$ cat src/rtl/cpu_lsu_pkg.sv
// Shared definitions for the load/store unit: access-size codes, fault codes,
// the control FSM state encoding and the request legality checks.
package cpu_lsu_pkg;

  // Access size codes as issued by the pipeline (bit 2 = unsigned load).
  localparam logic [2:0] SIZE_B  = 3'b000;
  localparam logic [2:0] SIZE_H  = 3'b001;
  localparam logic [2:0] SIZE_W  = 3'b010;
  localparam logic [2:0] SIZE_BU = 3'b100;
  localparam logic [2:0] SIZE_HU = 3'b101;

  // Completion status reported with every response.
  localparam logic [1:0] FAULT_OK         = 2'b00;
  localparam logic [1:0] FAULT_MISALIGNED = 2'b01;
  localparam logic [1:0] FAULT_ILLEGAL    = 2'b10;
  localparam logic [1:0] FAULT_TIMEOUT    = 2'b11;

  // Control FSM states. IDLE must stay at encoding 0 so the reset image of
  // every register in the unit is all zeros.
  typedef enum logic [1:0] {
    ST_IDLE  = 2'd0,
    ST_BUS   = 2'd1,
    ST_RDATA = 2'd2,
    ST_RESP  = 2'd3
  } state_t;

  // Unused size encodings are illegal, and unsigned sizes only make sense
  // for loads, so a store carrying BU/HU is rejected as well.
  function automatic logic size_is_illegal(input logic [2:0] size,
                                           input logic       is_write);
    logic illegal;
    case (size)
      SIZE_B, SIZE_H, SIZE_W: illegal = 1'b0;
      SIZE_BU, SIZE_HU:       illegal = is_write;
      default:                illegal = 1'b1;
    endcase
    return illegal;
  endfunction

  // Halfwords need an even address, words a word-aligned address.
  function automatic logic addr_is_misaligned(input logic [2:0] size,
                                              input logic [1:0] offset);
    logic misaligned;
    case (size)
      SIZE_H, SIZE_HU: misaligned = offset[0];
      SIZE_W:          misaligned = (offset != 2'b00);
      default:         misaligned = 1'b0;
    endcase
    return misaligned;
  endfunction

  // Illegal size takes priority over misalignment.
  function automatic logic [1:0] request_fault(input logic [2:0] size,
                                               input logic       is_write,
                                               input logic [1:0] offset);
    logic [1:0] fault;
    if (size_is_illegal(size, is_write)) begin
      fault = FAULT_ILLEGAL;
    end else if (addr_is_misaligned(size, offset)) begin
      fault = FAULT_MISALIGNED;
    end else begin
      fault = FAULT_OK;
    end
    return fault;
  endfunction

endpackage

$ cat src/rtl/cpu_lsu_lane.sv
// Byte-lane steering for a word-wide data bus: store byte strobes, store
// data replicated across all lanes, and load data shifted down to bit 0.
// Purely combinational; sign/zero extension is left to the downstream stage.
module cpu_lsu_lane
  import cpu_lsu_pkg::*;
(
  input  logic [2:0]  size_i,
  input  logic [1:0]  offset_i,
  input  logic [31:0] wdata_i,
  input  logic [31:0] rdata_i,
  output logic [3:0]  strb_o,
  output logic [31:0] wdata_rep_o,
  output logic [31:0] rdata_o
);

  // Strobe and replicated store data selected by access size.
  always_comb begin
    strb_o      = 4'b0000;
    wdata_rep_o = wdata_i;
    case (size_i)
      SIZE_B, SIZE_BU: begin
        strb_o      = 4'b0001 << offset_i;
        wdata_rep_o = {4{wdata_i[7:0]}};
      end
      SIZE_H, SIZE_HU: begin
        strb_o      = 4'b0011 << offset_i;
        wdata_rep_o = {2{wdata_i[15:0]}};
      end
      SIZE_W: begin
        strb_o      = 4'b1111;
        wdata_rep_o = wdata_i;
      end
      default: begin
        strb_o      = 4'b0000;
        wdata_rep_o = wdata_i;
      end
    endcase
  end

  // Load data: drop the bytes below the access offset, zero-fill the top.
  assign rdata_o = rdata_i >> {offset_i, 3'b000};

endmodule

$ cat src/rtl/cpu_lsu.sv
// Load/store unit between the memory pipeline stage and the data bus.
// One request in flight at a time: accept, check, run one word-aligned bus
// transaction, then pulse a response.
//
// Handshakes: a transfer on a valid/ready pair happens in a cycle where both
// are high at the rising edge. The request side (req_valid/req_ready) and the
// bus address side (mem_valid/mem_ready) follow this rule; once mem_valid is
// raised, address, write, strobes and data are held until mem_ready is seen.
// mem_rvalid and resp_valid are single-cycle pulses with no backpressure.
module cpu_lsu
  import cpu_lsu_pkg::*;
#(
  parameter int TIMEOUT_CYCLES = 255,
  parameter int CNT_WIDTH      = 8
) (
  input  logic        clk,
  input  logic        rst,
  // pipeline request
  input  logic        req_valid,
  output logic        req_ready,
  input  logic        req_write,
  input  logic [2:0]  req_size,
  input  logic [31:0] req_addr,
  input  logic [31:0] req_wdata,
  output logic        busy,
  // pipeline response
  output logic        resp_valid,
  output logic [31:0] resp_rdata,
  output logic [2:0]  resp_size,
  output logic [1:0]  resp_fault,
  // data-memory bus
  output logic        mem_valid,
  input  logic        mem_ready,
  output logic        mem_write,
  output logic [31:0] mem_addr,
  output logic [3:0]  mem_wstrb,
  output logic [31:0] mem_wdata,
  input  logic        mem_rvalid,
  input  logic [31:0] mem_rdata,
  // debug visibility of the control FSM
  output state_t      dbg_state
);

  // Timeout fires on the cycle whose increment would bring the counter to
  // TIMEOUT_CYCLES, so mem_valid is high for exactly TIMEOUT_CYCLES cycles.
  // The compare is >= so the limit still applies after a late handshake has
  // already carried the counter into RDATA past the limit.
  localparam bit                   TO_EN   = (TIMEOUT_CYCLES != 0);
  localparam logic [CNT_WIDTH-1:0] TO_LAST = CNT_WIDTH'(TIMEOUT_CYCLES - 1);
  localparam logic [CNT_WIDTH-1:0] CNT_MAX = '1;

  state_t               state_q, state_d;
  logic                 write_q, write_d;
  logic [2:0]           size_q,  size_d;
  logic [31:0]          addr_q,  addr_d;
  logic [31:0]          wdata_q, wdata_d;
  logic [1:0]           fault_q, fault_d;
  logic [31:0]          rdata_q, rdata_d;
  logic [CNT_WIDTH-1:0] cnt_q,   cnt_d;

  logic       accept;
  logic [1:0] req_fault;
  logic       timeout_hit;
  logic [3:0] lane_strb;
  logic [31:0] lane_wdata;
  logic [31:0] lane_rdata;

  assign accept      = req_valid && (state_q == ST_IDLE);
  assign req_fault   = request_fault(req_size, req_write, req_addr[1:0]);
  assign timeout_hit = TO_EN && (cnt_q >= TO_LAST);

  cpu_lsu_lane u_lane (
    .size_i      (size_q),
    .offset_i    (addr_q[1:0]),
    .wdata_i     (wdata_q),
    .rdata_i     (mem_rdata),
    .strb_o      (lane_strb),
    .wdata_rep_o (lane_wdata),
    .rdata_o     (lane_rdata)
  );

  // State register; reset aborts any access in flight.
  always_ff @(posedge clk) begin
    if (rst) begin
      state_q <= ST_IDLE;
    end else begin
      state_q <= state_d;
    end
  end

  // Next-state logic. A bus handshake or read return in the same cycle as
  // the timeout takes precedence over the timeout.
  always_comb begin
    state_d = state_q;
    case (state_q)
      ST_IDLE: begin
        if (accept) begin
          state_d = (req_fault != FAULT_OK) ? ST_RESP : ST_BUS;
        end
      end
      ST_BUS: begin
        if (mem_ready) begin
          state_d = write_q ? ST_RESP : ST_RDATA;
        end else if (timeout_hit) begin
          state_d = ST_RESP;
        end
      end
      ST_RDATA: begin
        if (mem_rvalid || timeout_hit) begin
          state_d = ST_RESP;
        end
      end
      ST_RESP: begin
        state_d = ST_IDLE;
      end
      default: begin
        state_d = ST_IDLE;
      end
    endcase
  end

  // Request, status and counter next values; captured on acceptance and
  // updated while the bus access runs.
  always_comb begin
    write_d = write_q;
    size_d  = size_q;
    addr_d  = addr_q;
    wdata_d = wdata_q;
    fault_d = fault_q;
    rdata_d = rdata_q;
    cnt_d   = cnt_q;
    case (state_q)
      ST_IDLE: begin
        if (accept) begin
          write_d = req_write;
          size_d  = req_size;
          addr_d  = req_addr;
          wdata_d = req_wdata;
          fault_d = req_fault;
          rdata_d = 32'h0;
          cnt_d   = '0;
        end
      end
      ST_BUS: begin
        if (cnt_q != CNT_MAX) begin
          cnt_d = cnt_q + CNT_WIDTH'(1);
        end
        if (!mem_ready && timeout_hit) begin
          fault_d = FAULT_TIMEOUT;
        end
      end
      ST_RDATA: begin
        if (cnt_q != CNT_MAX) begin
          cnt_d = cnt_q + CNT_WIDTH'(1);
        end
        if (mem_rvalid) begin
          rdata_d = lane_rdata;
        end else if (timeout_hit) begin
          fault_d = FAULT_TIMEOUT;
        end
      end
      default: begin
        cnt_d = cnt_q;
      end
    endcase
  end

  // Datapath registers; cleared on reset so every output idles at zero.
  always_ff @(posedge clk) begin
    if (rst) begin
      write_q <= 1'b0;
      size_q  <= 3'b000;
      addr_q  <= 32'h0;
      wdata_q <= 32'h0;
      fault_q <= FAULT_OK;
      rdata_q <= 32'h0;
      cnt_q   <= '0;
    end else begin
      write_q <= write_d;
      size_q  <= size_d;
      addr_q  <= addr_d;
      wdata_q <= wdata_d;
      fault_q <= fault_d;
      rdata_q <= rdata_d;
      cnt_q   <= cnt_d;
    end
  end

  // Outputs decoded from the current state; bus controls only in BUS.
  always_comb begin
    req_ready  = (state_q == ST_IDLE);
    busy       = (state_q != ST_IDLE);
    resp_valid = (state_q == ST_RESP);
    mem_valid  = (state_q == ST_BUS);
    mem_write  = (state_q == ST_BUS) && write_q;
    mem_wstrb  = ((state_q == ST_BUS) && write_q) ? lane_strb : 4'b0000;
  end

  assign mem_addr   = {addr_q[31:2], 2'b00};
  assign mem_wdata  = lane_wdata;
  assign resp_rdata = rdata_q;
  assign resp_size  = size_q;
  assign resp_fault = fault_q;
  assign dbg_state  = state_q;

endmodule

$ cat config.mk
export PLATFORM = sky130hd
export DESIGN_NAME = cpu_lsu
export DESIGN_NICKNAME = d
export VERILOG_FILES = /design/src/rtl/cpu_lsu_pkg.sv /design/src/rtl/cpu_lsu_lane.sv /design/src/rtl/cpu_lsu.sv
export SDC_FILE = /design/constraint.sdc
export NUM_CORES = 1
export LEC_CHECK = 0
export BUFFER_PORTS_ARGS = -buffer_cell sky130_fd_sc_hd__buf_2
export CORE_UTILIZATION = 40
export DETAILED_ROUTE_END_ITERATION = 12
export PLACE_DENSITY = 0.68
export SYNTH_ARGS = -nofsm -noshare
export SYNTH_HDL_FRONTEND = slang
export SYNTH_SLANG_ARGS = --single-unit
$ cat constraint.sdc
create_clock -name clk -period 2.2 [get_ports clk]
set_input_delay 0.44 -clock clk [delete_from_list [all_inputs] [get_ports clk]]
set_output_delay 0.44 -clock clk [all_outputs]
set_load 0.01 [all_outputs]
# [Word-level counts from Yosys, hierarchy flattened]
# Index checks and enable logic that the tools add are counted.
[totals] register_bits=112 out_inout_bits=112 elab_cells=83 in_bits=105
[classes] n_reduce_logical=25 addsub=1 n_eq_ne=20 n_lt_le_gt_ge=1 n_shift=3 n_mux=25
[op_table] cell="one-hot mux 32 bit (2 select lines)" n=2
[op_table] cell="two-way mux 32 bit" n=2
[op_table] cell="right shift 32 x 5 -> 32 bit" n=1
[op_table] cell="two-way mux 2 bit" n=9
[op_table] cell="two-way mux 8 bit" n=2
[op_table] cell="one-hot mux 8 bit (2 select lines)" n=1
[op_table] cell="== test 3 bit (second input constant)" n=4
[op_table] cell="one-hot mux 4 bit (3 select lines)" n=1
[op_table] cell="nonzero test 2 bit" n=5
[op_table] cell="OR reduction 2 bit" n=5
[op_table] cell="AND reduction 3 bit" n=3
[op_table] cell="adder 8 x 1 -> 8 bit (second input constant)" n=1
[op_table] cell="greater-or-equal comparator 8 bit (second input constant)" n=1
[op_table] cell="!= test 2 bit (second input constant)" n=4
[op_table] cell="!= test 8 bit (second input constant)" n=1
[op_table] cell="one-hot mux 2 bit (4 select lines)" n=1
[op_table] cell="== test 3 x 1 -> 1 bit (second input constant)" n=2
[op_table] cell="== test 3 x 2 -> 1 bit (second input constant)" n=2
[op_table] cell="logical NOT 3 bit" n=2
[op_table] cell="!= test 2 x 1 -> 1 bit (second input constant)" n=3
[op_table] cell="one-hot mux 2 bit (3 select lines)" n=1
[op_table] cell="AND reduction 5 bit" n=1
[op_table] cell="== test 2 bit (second input constant)" n=2
[op_table] cell="two-way mux 4 bit" n=1
[op_table] cell="13 further kinds" n=18

# [Logic depth before layout (Yosys ltp)]
# Gate-level depths: netlist of run 1.
[depth] word_depth=10 ltp_mapped=9 mapped_depth_nobuf=7

# [Modules after synthesis]
# Synthesis of run 1 repeated with hierarchy kept, for this count alone.
[unflattened] hier_cells=701 area_unflattened_um2=5625.4
[modules_own_cells] module="cpu_lsu" cells_each=575 n_inst=1 area_per_inst_um2=4606.9 seq_area_each_um2=2242.2
[modules_own_cells] module="cpu_lsu_lane" cells_each=126 n_inst=1 area_per_inst_um2=1018.5 seq_area_each_um2=0.0

# [Worst setup path after synthesis of run 1]
# OpenSTA, ideal clock, no wires.
[synth_path] path_type="reg-to-reg" start="register state_q[0], in the netlist dbg_state[0]" end="register rdata_q[10], in the netlist resp_rdata[10]" stages_incl_launch_ff=9 path_buffers=2 arrival_time_ns=1.706 period_less_slack_ns=1.834 required_ns=2.072 setup_time_ns=0.128 slack_ns=0.366 path_cell_list="dfxtp_1 inv_1 ha_1 buf_4 nor2b_4 o22a_1 buf_2 a22oi_1 nor2_1"
[synth_via] elab_chain_len=4 elab_cells_between_ends=8 cone_classes="eq/ne (3); mux (1); reduce/logical (4)"
[synth_lines] item="start: declaration" line="cpu_lsu.sv:52" rtl="state_t state_q, state_d;"
[synth_lines] item="start signal: assignment" line="cpu_lsu.sv:87" rtl="state_q <= state_d;"
[synth_lines] item="logical NOT 2 bit (*)"
[synth_lines] item="net req_ready" line="cpu_lsu.sv:20" rtl="output logic req_ready,"
[synth_lines] item="logical AND 1 bit" line="cpu_lsu.sv:68" rtl="assign accept = req_valid && (state_q == ST_IDLE);"
[synth_lines] item="!= test 2 x 1 -> 1 bit (no line)"
[synth_lines] item="AND reduction 3 bit (no line)"
[synth_lines] item="end signal: assignment" line="cpu_lsu.sv:184" rtl="rdata_q <= rdata_d;"
[synth_lines] item="end: declaration" line="cpu_lsu.sv:58" rtl="logic [31:0] rdata_q, rdata_d;"
# The timed path passes the listed nets; every way through them passes the cells marked *.
# A chain may end at the register's enable or synchronous reset.

# [Worst setup path in the final report of run 1]
[layout_path] start="register size_q[0], in the netlist resp_size[0]" end="output mem_wstrb[1]"
[layout_via] elab_chain_len=4 elab_cells_between_ends=9 cone_classes="eq/ne (4); mux (2); reduce/logical (3)"
[layout_lines] item="start: declaration" line="cpu_lsu.sv:54" rtl="logic [2:0] size_q, size_d;"
[layout_lines] item="start signal: assignment" line="cpu_lsu.sv:180" rtl="size_q <= size_d;"
[layout_lines] item="== test 3 x 1 -> 1 bit, or another cell as far along" line="cpu_lsu_lane.sv:20" rtl="case (size_i)"
[layout_lines] item="OR reduction 2 bit" line="cpu_lsu_lane.sv:20"
[layout_lines] item="one-hot mux 4 bit (3 select lines) (*)" line="cpu_lsu_lane.sv:20"
[layout_lines] item="two-way mux 4 bit (*)" line="cpu_lsu.sv:196" rtl="mem_wstrb = ((state_q == ST_BUS) && write_q) ? lane_strb : 4'b0000;"
[layout_lines] item="end: declaration" line="cpu_lsu.sv:36" rtl="output logic [3:0] mem_wstrb,"
# Every way passes the cells marked *; elsewhere a longest branch is shown, timed or not.

==> impl_metrics.yaml, run 1 <==
run_status:
  status: "completed"
critical_path:
  r2r_setup_slack_ps: 210
  startpoint_type: "flip-flop"
  path_cells: "nor2_1, or3_1, a21oi_1, buf_2"
  crit_path_top_delay_cell: "dfxtp_1"
  crit_type: "flip-flop to output port"
  ff2ff_path_depth: 9
  crit_fanout: 7
  arrival_ps: 1620
  slowest_delay_ps: 480
  cp.required_ps: 1760
  worstSetupEndpointType: "output port"
cts:
  numCtsBuffers: 9
  clkSinkCount: 112
  clk_path_buf_depth: 2
  insertion_delay_ps: 360
  cts_max_level: 3
  cts_tree: "built"
  root_buffer: "clkbuf_16"
  cts_hold_buf: 0
  path_clk_slew_ps: 70
detailed_routing:
  drt_wl_total_mm: 14.6
  drtIter0Drc: 200
  drc_errors: 0
  drt_first_pass_iters: 4
  viasPerCell: 4.94
  routedWlPerCell_um: 14.3
  vias: 5050
  drtAntennaViolNets: 0
synthesis:
  seq_area_frac_synth_pct: 41.0
  async_flop_share_pct: 0
  synth_most_common_cell: "nand2_1"
  ys_types: 48
  synth.area.mux_share_pct: 7.88
  yosysWarningCount: 0
  synth_top_family_by_area: "simple AND/OR/NAND/NOR gates"
  netlist_area_um2: 5470
  netlist_instances: 685
  synth_area_leader_cell: "dfxtp_1"
  synth_top_area_share_pct: 41.0
  synth_compound_gate_area_share_pct: 16.7
  synthTopCellsByArea: "dfxtp_1, nand2_1, a21oi_1"
  synth_edf_count: 0
  synthSimpleGateAreaFrac_pct: 22.2
  synth_common_cells: "nand2_1, dfxtp_1, a21oi_1"
  synth_fa_ha_area_share_pct: 1.37
  synth_seq_cells: 112
  ys.flop_type: "dfxtp_1"
  synth-xor-area-share_pct: 0.801
  synth_area_per_cell_um2: 7.98
cells_and_area:
  area_delta_synth_final_pct: 23.4
  num-nets-final: 953
  drive_gt1_share_pct: 33.5
  diodes: 0
  final_core_util_pct: 50.7
placement:
  dp_hpwl_mm: 10.5
  port_buffers: 214
  gp_congestion: 0.843
die:
  die_h_um: 119
  core_region_area_um2: 13300
  num_rows: 42
  die_area_um2: 14100
  io_pins: 217
  start_util_pct: 41.1
  die_w_um: 119
power_and_ir_drop:
  cellLeakagePower_nw: 3.05
  power_frac_comb_pct: 37.8
  pwr-share-clk_pct: 25.5
  sw_frac_of_total_pct: 36.8
  ir_drop_mv: 0.564
  pwr-share-seq_pct: 36.6
  power_density_nw_per_um2: 1030
  p_int_mw: 4.40
  power.switching_mw: 2.56
sta:
  setup_viol: 0
  fin_tns_setup_ps: 0
  max_slew_margin_pct: 51.1
  period_minus_slack_ps: 2060
  fmax_mhz: 486
  slew_violations: 0
  period_share_pct: 93.6
  worst_pin_slew_ps: 733
  rsz0062_at_grt: "false"
  fin_skew_ps: 5.05
  final-hold-violation-count: 0
grt:
  grt_overflow: 0
  grt_pass1_vias: 4763
  grt_pass1_wl_mm: 23.8
  antenna_found_initial: 0
  grt_use_total_pct: 21.1
  grt_max_degree: 71
hold_path:
  hp-class: "input port to flip-flop"
  hold_depth: 3
flow_run:
  cap_violations: 0
layout make-up:
type	instances	area [um^2]
clock inverter	5	80.1
timing repair buffer	232	1250
tap	176	220
sequential	112	2240
clock buffer	11	243
inverter	7	26.3
multi-input combinational	480	2690
fill	1341	6550
kinds of logic after synthesis:
kind of cell               count (synthesis)
muxes                                     41
other                                      1
xor gates and xnor gates                   5
buffers and inverters                     94
DFF                                      112
adders and majority gates                  6
AOI/OAI and AO/OA                        153
and+or+nand+nor                          273
registers in the layout, indices dropped and copies added, names as in the netlist:
signal      cells
addr_q         32
resp_rdata     32
wdata_q        32
cnt_q           8
resp_size       3
dbg_state       2
resp_fault      2
write_q         1
metal layers:
metal / wire length [um] / track usage [%] / part of all wire [%] / up-vias
met3: 1060 / 5.60 / 7.3 / 21
met2: 7280 / 36.3 / 50 / 175
met5: 0 / 0 / 0 / -
met4: 301 / 7.75 / 2.1 / 0
li1: - / - / - / 2573
met1: 5990 / 25.0 / 41 / 2281
stage by stage:
step	hold slack [ps]	instance area (um^2)	setup WS [ps]	total power, mW	cells
floorplan	433	5470	366	4.48	686
global placement	440	6420	133	5.22	1007
detailed placement	443	6420	54.3	5.25	1007
CTS	295	6740	19.7	7.05	1023
global route	305	6750	9.79	7.41	1023
finish	313	6750	140	6.96	1023
repair_timing:
action                                  4_1_cts  5_1_grt
resized for setup                             0        3
endpoints found under the setup margin        0       18
buffers inserted                              0        0
worst paths after layout:
check,startpoint,end
max,resp_size[0],mem_wstrb[1]
min reg2reg,addr_q[26],addr_q[26]
min,req_wdata[27],wdata_q[27]
max reg2reg,dbg_state[0],resp_rdata[19]
critical path: cells and delay by family (launching register included):
| kind | cells | cell delay [ps] |
|---|---|---|
| AO/OA/AOI/OAI | 1 | 200 |
| buffers and inverters | 1 | 170 |
| AND/OR/NAND/NOR | 2 | 410 |
| flip-flops | 1 | 480 |
power by group through the flow:
stage	Clock [mW]	Combinational, mW	Sequential, mW
detailed placement	0	2.65	2.59
floorplan	0	1.90	2.58
CTS	1.84	2.66	2.55
global route	1.90	2.92	2.59
finish	1.78	2.63	2.55
global placement	0	2.64	2.58
layout by cell type (no fill, tap or decap), types with 5 or more instances in the layout:
cell type,Yosys,layout
dfxtp_1,112,112
clkbuf_16,0,9
inv_1,7,7
buf_4,42,16
nand3_1,9,9
a22oi_1,10,10
a32oi_1,8,8
o21ai_0,18,18
mux2_2,16,16
a211o_1,8,8
nor2_1,48,46
nor2b_1,10,10
nor3_2,8,8
nand2_1,177,177
ha_1,6,5
buf_2,17,213
mux2i_1,25,25
a21oi_1,93,93
No activity file was read; power rests on OpenSTA's default activity.
==> run 2, diff against run 1 <==
--- a/config.mk
+++ b/config.mk
@@ -7,7 +7,9 @@
 export LEC_CHECK = 0
 export BUFFER_PORTS_ARGS = -buffer_cell sky130_fd_sc_hd__buf_2
+export CORE_ASPECT_RATIO = 0.9
 export CORE_UTILIZATION = 40
 export DETAILED_ROUTE_END_ITERATION = 12
 export PLACE_DENSITY = 0.68
+export SKIP_LAST_GASP = 1
 export SYNTH_ARGS = -nofsm -noshare
 export SYNTH_HDL_FRONTEND = slang
==> constraint.sdc (replaced) <==
create_clock -name clk -period 2.2 [get_ports clk]
set_input_delay 0.22 -clock clk [delete_from_list [all_inputs] [get_ports clk]]
set_output_delay 0.22 -clock clk [all_outputs]
set_load 0.01 [all_outputs]
==> run 2 against run 1 <==
The run now ends with DRC left. Worst hold slack worse by 220 ps. Critical path depth down 1. Power shrank 3.3%. Final cell count down 1.1%. Combinational power about the same. Critical endpoint is now mem_wdata[12]. Largest power group unchanged. Highest routed layer unchanged.
==> impl_metrics.yaml, run 2 (synthesized netlist as in run 1, its figures left out) <==
cts:
  root_buffer: "clkbuf_16"
  insertion_delay_ps: 350
  path_clk_slew_ps: 80
  clkSinkCount: 112
  numCtsBuffers: 9
  cts_max_level: 3
  clk_path_buf_depth: 2
  cts_tree: "built"
detailed_routing:
  drtIter0Drc: 329
  viasPerCell: 5.06
  vias: 5119
  drt_wl_total_mm: 14.8
  drtAntennaViolNets: 0
  drt_first_pass_iters: 11
  routedWlPerCell_um: 14.6
  drc_errors: 2
run_status:
  violations: "DRC"
  status: "finished, violations left"
critical_path:
  path_cells: "nor2_1, mux2_2, buf_2"
  crit_type: "flip-flop to output port"
  worstSetupEndpointType: "output port"
  slowest_delay_ps: 600
  worst-path-stages: 3
  ff2ff_path_depth: 9
  cp.required_ps: 1980
  path_delay_family: "simple AND/OR/NAND/NOR gates"
  r2r_setup_slack_ps: 250
  crit_fanout: 8
  r2r-end: "resp_rdata[19]"
  startpoint_type: "flip-flop"
  r2r-start: "dbg_state[1]"
  crit_end: "mem_wdata[12]"
  crit_buf_inv: 1
  crit_path_top_delay_cell: "nor2_1"
  crit_start: "resp_size[0]"
  arrival_ps: 1820
sta:
  final-hold-violation-count: 0
  rsz0062_at_grt: "false"
  fin_skew_ps: 6.95
  fmax_mhz: 490
  slew_violations: 0
  holdWs_ps: 94.0
  setup_viol: 0
  period_share_pct: 92.8
  fin_tns_setup_ps: 0
  max_slew_margin_pct: 49.0
  period_minus_slack_ps: 2040
  worst_pin_slew_ps: 762
cells_and_area:
  final_cells: 1012
  drive_gt1_share_pct: 33.1
  diodes: 0
  final_core_util_pct: 49.8
  n_fill_cell: 1349
  layout_common_cells: "buf_2, nand2_1, dfxtp_1"
  num-nets-final: 950
  area_delta_synth_final_pct: 21.7
  mostFrequentLayoutCell: "buf_2"
grt:
  antenna_found_initial: 0
  grt_overflow: 0
  grt_max_degree: 58
  grt_pass1_wl_mm: 23.7
  grt_pass1_vias: 4744
  grt_use_total_pct: 20.8
power_and_ir_drop:
  power_density_nw_per_um2: 1010
  p_total_mw: 6.73
  ir_drop_mv: 0.487
  cellLeakagePower_nw: 3.01
die:
  start_util_pct: 40.9
  io_pins: 217
  die_h_um: 113
  num_rows: 40
  die_w_um: 125
  core_region_area_um2: 13400
  die_area_um2: 14100
placement:
  port_buffers: 214
  dpl.cell_count: 996
  dp_hpwl_mm: 10.5
  gp_congestion: 0.821
flow_run:
  cap_violations: 0
hold_path:
  hp-class: "input port to flip-flop"
## run 2: cell type report
type                            instances  area (um^2)  share of cell area (%)
Sequential cell                       112         2240                    33.7
Clock inverter                          5         41.3                   0.621
Multi-Input combinational cell        480         2690                    40.4
Tap cell                              168          210                    3.16
Inverter                                7         26.3                   0.395
Clock buffer                           11          233                    3.50
Timing Repair Buffer                  229         1210                    18.2
## run 2: power by group
| part | switching, mW | internal, mW |
|---|---|---|
| combinational | 1.63 | 1.02 |
| clock | 0.771 | 0.781 |
| sequential | 0.202 | 2.33 |
| total | 2.60 | 4.13 |
## run 2: per-stage QoR
stage                     worst slack [ps]  area, um^2
after floorplan                        366        5470
after global placement                 144        6370
after detailed placement               106        6370
after CTS                             78.1        6650
after global routing                  40.5        6650
final                                  159        6650
## run 2: repair_timing
action	CTS	global route
setup endpoints to repair	1	16
hold buffers	0	0
resized for setup	1	1
endpoints found under the hold margin	0	0
pin swaps	0	0
gates cloned	0	0
buffers inserted	0	0
## run 2: worst min-delay path by stage
stage / startpoint / end / depth (start not counted)
after floorplan: req_wdata[16] / wdata_q[16] / 2
after CTS: req_wdata[25] / wdata_q[25] / 3
after detailed placement: resp_rdata[28] / resp_rdata[28] / 2
after global placement: resp_rdata[30] / resp_rdata[30] / 2
final: req_wdata[30] / wdata_q[30] / 3
after global routing: req_wdata[25] / wdata_q[25] / 3
## run 2: worst reg2reg max path, cell delays in order, from the launching register on
cell	delay [ps]
dfxtp_1	390
inv_1	90
ha_1	200
buf_4	170
nand2_2	130
o22a_1	160
buf_4	400
nor3_1	120
a21oi_1	130
nor2_1	50
## run 2: routing by layer
layer	track usage [%]	routed length (um)	up-vias
met1	27.6	6900	2394
met3	6.34	923	7
met2	33.1	6850	151
li1	-	-	2567
met4	5.20	93	0
met5	0	0	-
==> run 3, diff against run 2 <==
CORE_ASPECT_RATIO = unset   (was 0.9)
SETUP_SLACK_MARGIN = 0.2   (was unset)
==> run 3 against run 2 <==
The flow now finishes without violations. Worst setup slack gained 170 ps. Clock skew shrank 1.8 ps. Core utilization grew 1.2 points. Critical endpoint is now mem_wstrb[1].
==> impl_metrics.yaml, run 3 (synthesized netlist as in run 1, its figures left out) <==
die:
  num_rows: 42
  die_area_um2: 14100
  die_h_um: 119
  core_region_area_um2: 13300
  io_pins: 217
  die_w_um: 119
  start_util_pct: 41.1
cells_and_area:
  drive_gt1_share_pct: 33.5
  diodes: 0
  n_fill_cell: 1330
  num-nets-final: 952
  mostFrequentLayoutCell: "buf_2"
  area_delta_synth_final_pct: 23.9
  design_area_um2: 6770
  layout_common_cells: "buf_2, nand2_1, dfxtp_1"
sta:
  fin_tns_setup_ps: 0
  setup_viol: 0
  final-hold-violation-count: 0
  period_share_pct: 85.0
  period_minus_slack_ps: 1870
  fin_skew_ps: 5.11
  timing.final.ws_setup_ps: 331
  rsz0062_at_grt: "false"
  fmax_mhz: 535
  slew_violations: 0
  worst_pin_slew_ps: 537
  max_slew_margin_pct: 64.1
grt:
  grt_use_total_pct: 20.5
  grt_overflow: 0
  grt_max_degree: 71
  antenna_found_initial: 0
  grt_pass1_wl_mm: 23.1
  grt_pass1_vias: 4466
critical_path:
  path_cells: "buf_12, nor2_1, or3_1, a21oi_1, buf_2"
  startpoint_type: "flip-flop"
  slowest_delay_ps: 360
  arrival_ps: 1650
  cp.required_ps: 1980
  crit_path_top_delay_cell: "dfxtp_1"
  crit_type: "flip-flop to output port"
  path_delay_family: "simple AND/OR/NAND/NOR gates"
  worstSetupEndpointType: "output port"
  r2r_setup_slack_ps: 370
  crit_fanout: 38
  crit_buf_inv: 2
power_and_ir_drop:
  power_density_nw_per_um2: 1020
  ir_drop_mv: 0.652
  cellLeakagePower_nw: 3.06
detailed_routing:
  routedWlPerCell_um: 14.8
  drt_wl_total_mm: 15.1
  drt_first_pass_iters: 4
  drtIter0Drc: 323
  vias: 5071
  drc_errors: 0
  viasPerCell: 4.96
  drtAntennaViolNets: 0
run_status:
  status: "completed"
placement:
  gp_congestion: 0.814
  placed_area_um2: 6410
  dp_hpwl_mm: 10.2
  post-place-ws_ps: 34.7
  port_buffers: 214
cts:
  cts_tree: "built"
  root_buffer: "clkbuf_16"
  clkSinkCount: 112
  clk_path_buf_depth: 2
  numCtsBuffers: 9
  insertion_delay_ps: 350
  cts_max_level: 3
  postCtsSetupBuffers: 0
  path_clk_slew_ps: 70
flow_run:
  cap_violations: 0
hold_path:
  hp-class: "input port to flip-flop"
==> run 3: cell types whose count changed in the layout (fill, tap and decap cells not counted), moves of 2 or more <==
cell       change
dfxtp_2        +2
clkbuf_8       +2
dfxtp_1        -2
buf_4          -4
clkbuf_16      +2
buf_12         +3
==> run 3: where the power goes <==
group / leakage [nW] / total (mW) / internal [mW] / switching [mW]
clock: 0.135 / 1.59 / 0.832 / 0.757
combinational: 2.01 / 2.77 / 1.12 / 1.65
sequential: 0.914 / 2.55 / 2.34 / 0.212
total: 3.06 / 6.91 / 4.29 / 2.62
==> run 3: worst register-to-register path: stages (launching register included) <==
cell and delay (ps):
dfxtp_2 380, inv_1 70, ha_1 390, and2_1 240
a211oi_2 220, and4_1 230, xnor2_1 120, nor2_1 50
==> run 3: per-layer routing <==
layer / track usage (%) / wire length (um) / vias up
met2: 34.3 / 7300 / 182
li1: - / - / 2572
met3: 5.32 / 1010 / 19
met5: 0 / 0 / -
met4: 7.59 / 333 / 0
met1: 25.3 / 6440 / 2298
==> run 3: through the flow <==
stage	hold WS (ps)	utilization [%]	power, mW	std cells
6_report	98.9	50.9	6.91	1022
5_1_grt	90.5	50.9	7.36	1022
4_1_cts	81.6	50.3	6.85	1020
3_5_place_dp	442	48.2	5.23	1004
3_3_place_gp	437	48.2	5.21	1004
2_1_floorplan	356	-	4.48	686
==> run 3: repair_timing <==
item                       4_1_cts  5_1_grt
gates cloned                     0        2
setup endpoints to repair       16       42
hold buffers                     0        0
resized for setup                1        9
==> run 3: layout make-up <==
cell class              count  area, um^2  share of cell area [%]
repair buffers            231        1300                    19.2
flip-flops and latches    112        2240                    33.1
clock buffers              12         256                    3.79
well taps                 176         220                    3.25
multi-input cells         480        2690                    39.8
clock inverters             4        28.8                   0.425
inverters                   7        26.3                   0.388
==> run 3: path summary, 6_finish.rpt <==
kind	start	to	depth (start not counted)
worst max-delay path	addr_q[0]	mem_wstrb[1]	5
worst min-delay path	req_wdata[28]	wdata_q[28]	3
worst max register to register	dbg_state[0]	cnt_q[6]	7
worst min register to register	resp_rdata[28]	resp_rdata[28]	2
